--- src/rtl/captura_jogada.sv ---
// captura_jogada: player-side move capture for the game control unit.
// While a move is requested, it debounces the 3x3 cell buttons and checks the
// press. A stable one-hot press on a free cell is encoded as a 0..8 index and
// announced with a one-cycle tem_jogada pulse. Any other stable press gives a
// one-cycle jogada_invalida pulse. The unit then waits for a debounced
// release, so a held button can never produce a second move.
module captura_jogada #(
    parameter int DEBOUNCE_CICLOS = 50000,
    parameter int CNT_W           = $clog2(DEBOUNCE_CICLOS) + 1
) (
    input  logic       clock,
    input  logic       reset,
    input  logic       habilita,
    input  logic [8:0] botoes,
    input  logic [8:0] ocupadas,
    output logic [3:0] jogada,
    output logic       tem_jogada,
    output logic       jogada_invalida,
    output logic [3:0] db_estado
);

    // The state codes double as the db_estado debug codes.
    typedef enum logic [3:0] {
        ESPERA   = 4'd0,
        FILTRA   = 4'd1,
        EMITE    = 4'd2,
        INVALIDA = 4'd3,
        SOLTA    = 4'd4
    } estado_t;

    // Terminal count shared by press filtering and release filtering.
    localparam logic [CNT_W-1:0] CNT_FIM = CNT_W'(DEBOUNCE_CICLOS - 1);

    estado_t          estado_q;
    logic [CNT_W-1:0] cont_q;
    logic [8:0]       amostra_q;
    logic [3:0]       jogada_q;
    logic             tem_jogada_q;
    logic             jogada_invalida_q;

    // Properties of the held sample, used only on the deciding edge.
    logic [3:0]       n_bits;
    logic [3:0]       indice;
    logic             um_so;
    logic             conflito;

    // Count the bits of the sample and locate the set bit (meaningful when one-hot).
    always_comb begin
        n_bits = '0;
        indice = '0;
        for (int i = 0; i < 9; i++) begin
            if (amostra_q[i]) begin
                n_bits = n_bits + 4'd1;
                indice = 4'(i);
            end
        end
    end

    assign um_so    = (n_bits == 4'd1);
    assign conflito = |(amostra_q & ocupadas);

    // Capture FSM; the pulses and jogada are registered here with the state.
    always_ff @(posedge clock) begin
        if (reset) begin
            estado_q          <= ESPERA;
            cont_q            <= '0;
            amostra_q         <= '0;
            jogada_q          <= '0;
            tem_jogada_q      <= 1'b0;
            jogada_invalida_q <= 1'b0;
        end else begin
            // Pulses last one cycle; the EMITE/INVALIDA entries below re-raise them.
            tem_jogada_q      <= 1'b0;
            jogada_invalida_q <= 1'b0;
            case (estado_q)
                ESPERA: begin
                    // Presses are only looked at while a move is requested.
                    if (habilita && (botoes != '0)) begin
                        amostra_q <= botoes;
                        cont_q    <= '0;
                        estado_q  <= FILTRA;
                    end
                end
                FILTRA: begin
                    if (!habilita) begin
                        estado_q <= ESPERA;
                    end else if (botoes == '0) begin
                        // Contact bounced open: start over from idle.
                        estado_q <= ESPERA;
                    end else if (botoes != amostra_q) begin
                        // Pattern changed: restart filtering on the new pattern.
                        amostra_q <= botoes;
                        cont_q    <= '0;
                    end else if (cont_q == CNT_FIM) begin
                        // Stable long enough: decide with the current occupancy.
                        if (!um_so || conflito) begin
                            estado_q          <= INVALIDA;
                            jogada_invalida_q <= 1'b1;
                        end else begin
                            estado_q     <= EMITE;
                            tem_jogada_q <= 1'b1;
                            jogada_q     <= indice;
                        end
                    end else begin
                        cont_q <= cont_q + CNT_W'(1);
                    end
                end
                EMITE, INVALIDA: begin
                    // The pulse is visible in this cycle; then wait for release.
                    cont_q   <= '0;
                    estado_q <= SOLTA;
                end
                SOLTA: begin
                    // habilita is ignored here so a held button cannot play twice.
                    if (botoes != '0) begin
                        cont_q <= '0;
                    end else if (cont_q == CNT_FIM) begin
                        estado_q <= ESPERA;
                    end else begin
                        cont_q <= cont_q + CNT_W'(1);
                    end
                end
                default: begin
                    estado_q <= ESPERA;
                end
            endcase
        end
    end

    assign jogada          = jogada_q;
    assign tem_jogada      = tem_jogada_q;
    assign jogada_invalida = jogada_invalida_q;
    assign db_estado       = estado_q;

endmodule

--- config.mk ---
export PLATFORM = sky130hd
export DESIGN_NAME = captura_jogada
export DESIGN_NICKNAME = d
export VERILOG_FILES = /design/src/rtl/captura_jogada.sv
export SDC_FILE = /design/constraint.sdc
export NUM_CORES = 1
export LEC_CHECK = 0
export CORE_MARGIN = 8
export CORE_UTILIZATION = 47
export DETAILED_ROUTE_END_ITERATION = 8
export GPL_ROUTABILITY_DRIVEN = 0
export GPL_TIMING_DRIVEN = 0
export PLACE_DENSITY = 0.7
export SKIP_CTS_REPAIR_TIMING = 1
export SLEW_MARGIN = 20
export SYNTH_ARGS = -nofsm -noshare
export SYNTH_HDL_FRONTEND = slang
export SYNTH_SLANG_ARGS = --single-unit
--- constraint.sdc ---
create_clock -name clock -period 10.1 [get_ports clock]
set_clock_uncertainty 0.1 [all_clocks]
set_input_delay 2.02 -clock clock [delete_from_list [all_inputs] [get_ports clock]]
set_output_delay 2.02 -clock clock [all_outputs]
set_load 0.01 [all_outputs]
==> impl_metrics.csv <==
group,metric,value,unit
synth,syn_area,2425,µm²
synth,syn_inst,293,
floorplan,initial_core_util,48.09,%
floorplan,pin_count,31,
pwr,net-switching-power,0.1024,mW
worst_setup_path,cp_top_family,"adder cells",
layout,layout.nets,359,
routing,routed_wl,5616,µm
pwr,leakage,1.125,nW
synth,yosysWarnings,0,
global_route,grt_pass1_wl,9860,µm
synth,synth_top_cell_by_area,"dfxtp_1",
placement,dpl_cell_area,2803,µm²
timing,hold_viol,0,
timing,fmax,162.2,MHz
min_path,hold_path.class,"reg -> reg",
layout,n_antenna_cell,0,
global_route,antenna_found_initial,0,
layout,fin_area,2920,µm²
floorplan,core_area,5042,µm²
timing,finalSetupTns,0,ns
layout,area_growth,20.43,%
synth,synth_top_area_share,28.90,%
cts,clkTransAtPathRegs,0.07,ns
worst_setup_path,setup.worst_path.end_class,"flip-flop",
routing,firstDrtPassIters,4,
floorplan,die_h,87.83,µm
synth,netlist_top_cells_count,"39 x nand2_1, 35 x dfxtp_1, 35 x nor2_1",
flow_run,max_cap_viol_count,0,
layout,regArea,700.7,µm²
pwr,p_int,0.2668,mW
pwr,p_per_area,126.4,nW/µm²
global_route,overflow,0,
timing,finalCritPeriodShare,61.04,%
cts,cts_root_buf,"clkbuf_8",
synth,ys_async_sr_fraction,0,%
worst_setup_path,crit_path_start_kind,"flip-flop",
synth,yosysUniqueCellTypes,62,
floorplan,fp.dieArea,7713,µm²
synth,ys_seq_area_share,28.90,%
worst_setup_path,cp_num_buf_inv,1,
routing,drc,0,
layout,fill_cells,469,
synth,postSynthAreaPerCell,8.276,µm²
floorplan,die_w,87.83,µm
cts,clk_path_buf_depth,2,
worst_setup_path,arrival,6.28,ns
routing,drtIter0Drc,91,
synth,synth.area.top_cells,"dfxtp_1 29%, xor2_1 6.5%, nand2_1 6.0%",
layout,multi_input_comb_area,1627,µm²
placement,portBuffers,29,
synth,syn_nets,323,
worst_setup_path,cp_cell_sequence,"inv_1, ha_1, xor2_1, ha_1, mux2_2, ha_1, mux2_2, ha_1, and2_1, a31oi_1, nand2_1, ha_1, nand2b_1, o21a_1, ha_1, mux2i_1, a31oi_1, ha_1, nand3b_1, mux2_4, o31ai_2, o2111ai_2, nor4_4, mux2i_1",
routing,wl_per_cell,14.04,µm
synth,synth_most_common_cell,"nand2_1",
cts,htree_levels,2,
floorplan,rows,26,
pwr,switching_share,27.74,%
global_route,grt_usage,15.96,%
worst_setup_path,crit_required,10.21,ns
worst_setup_path,worst-path-max-fanout,7,
cts,cts_tree,"yes",
cts,cts_buffers,5,
status,outcome,"finished, final reports clean",
cts,clock_latency,0.28,ns
worst_setup_path,cpPeakStageDelay,0.44,ns
global_route,grt_max_degree,12,
cts,clock_sinks,35,
pwr,p_comb_share,26.5,%
synth,synth_edf_count,0,
layout,drive_gt1_share,9.091,%
synth,ys_ff_latch,35,
routing,ant_nets,0,
routing,viasPerCell,5.380,
pwr,power_frac_seq,38.9,%
pwr,peakVddDrop,100.3,µV
worst_setup_path,crit_type,"reg -> reg",
timing,setup_viol,0,
pwr,power_frac_clock,34.6,%
placement,dp_hpwl,4426,µm
timing,tightest_slew,0.8125,ns
timing,rsz0062_at_grt,"no",
global_route,grt_pass1_vias,2225,
synth,synth_ff_type,"dfxtp_1",
worst_setup_path,path_common_cell,"ha_1",
timing,slew-limit-headroom,45.37,%
layout,final_util,57.92,%
routing,vias,2152,
worst_setup_path,slowest_stage,"dfxtp_1",
timing,period_needed,6.165,ns
timing,maxSlewViolCount,0,
## stage by stage
step / std cells / worst slack [ns] / hold WS, ns / power [mW]
after CTS: 400 / 3.923 / 0.3676 / 0.3728
after global placement: 392 / 4.037 / 0.3477 / 0.2424
after detailed placement: 392 / 3.956 / 0.3578 / 0.2442
after floorplan: 293 / 4.522 / 0.3558 / 0.2190
final: 400 / 3.935 / 0.3608 / 0.3692
after global routing: 400 / 3.570 / 0.3888 / 0.3912
## final cells by class
| cell class | count | area share, % |
|---|---|---|
| tap | 70 | 2.999 |
| buffer | 11 | 1.757 |
| clock buffer | 6 | 2.828 |
| sequential | 35 | 23.99 |
| clock inverter | 2 | 1.200 |
| timing repair buffer | 29 | 9.940 |
| multi-input combinational | 236 | 55.70 |
| inverter | 11 | 1.585 |
## sequential cells by signal (all words and copies together) (netlist names)
register         flops
db_estado            3
cont_q              17
jogada               4
jogada_invalida      1
amostra_q            9
tem_jogada           1
## cells by family after synthesis
family	share of synthesized area, %
compound gates	11.87
xor+xnor	14.76
fa+ha+maj	4.644
buf+inv	4.025
flops	28.90
mux	7.843
other cells	0.1547
simple gates	27.81
## placed cells by master (no fill, tap or decap), types with 2 or more instances in the layout
cell	Yosys	final
and3_1	5	5
buf_2	4	4
xor2_1	18	18
nor3_1	10	10
or3_1	4	4
ha_1	9	9
dfxtp_1	35	35
and4_1	2	2
nor4_1	6	6
nand3_1	8	8
nand4_1	6	6
a31oi_1	4	4
xnor3_1	2	2
inv_1	10	10
and2_1	6	6
clkbuf_1	5	5
nor2b_1	3	3
clkbuf_8	0	6
o211ai_1	2	2
a22oi_1	2	2
nand2_1	39	39
a21oi_1	8	8
clkdlybuf4s50_1	0	29
mux2i_1	13	13
mux2_2	2	2
xnor2_1	10	10
o21ai_0	8	8
a21o_1	2	2
nor2_1	35	35
## power groups by stage
| stage | combinational (mW) | sequential, mW | clock [mW] |
|---|---|---|---|
| finish | 0.0980 | 0.143 | 0.128 |
| global route | 0.110 | 0.144 | 0.137 |
| CTS | 0.0982 | 0.143 | 0.131 |
| detailed placement | 0.0976 | 0.147 | 0 |
| global placement | 0.0958 | 0.147 | 0 |
| floorplan | 0.0731 | 0.146 | 0 |
## path summary, 6_finish.rpt
check | cells past startpoint | endpoint | from | slack [ns]
max | 24 | jogada[3]$_SDFFE_PP0P_ | amostra_q[1]$_SDFFE_PP0P_ | 3.94
min reg2reg | 2 | jogada[2]$_SDFFE_PP0P_ | jogada[2]$_SDFFE_PP0P_ | 0.36
min | 2 | jogada[2]$_SDFFE_PP0P_ | jogada[2]$_SDFFE_PP0P_ | 0.36
max reg2reg | 24 | jogada[3]$_SDFFE_PP0P_ | amostra_q[1]$_SDFFE_PP0P_ | 3.94
## per-layer routing
| metal | part of all wire (%) | wire length, µm | track usage, % |
|---|---|---|---|
| met3 | 1.6 | 90 | 3.096 |
| met2 | 54 | 3047 | 29.96 |
| met1 | 43 | 2395 | 17.20 |
| met4 | 1.5 | 82 | 5.469 |
| met5 | 0 | 0 | 0 |
## tightest hold or removal path: cells and delay by family (launching register included)
family,cells,cell delay (ns)
muxes,1,0.05
and+or+nand+nor,1,0.05
DFF,1,0.31
(Power assumes the default switching activity.)
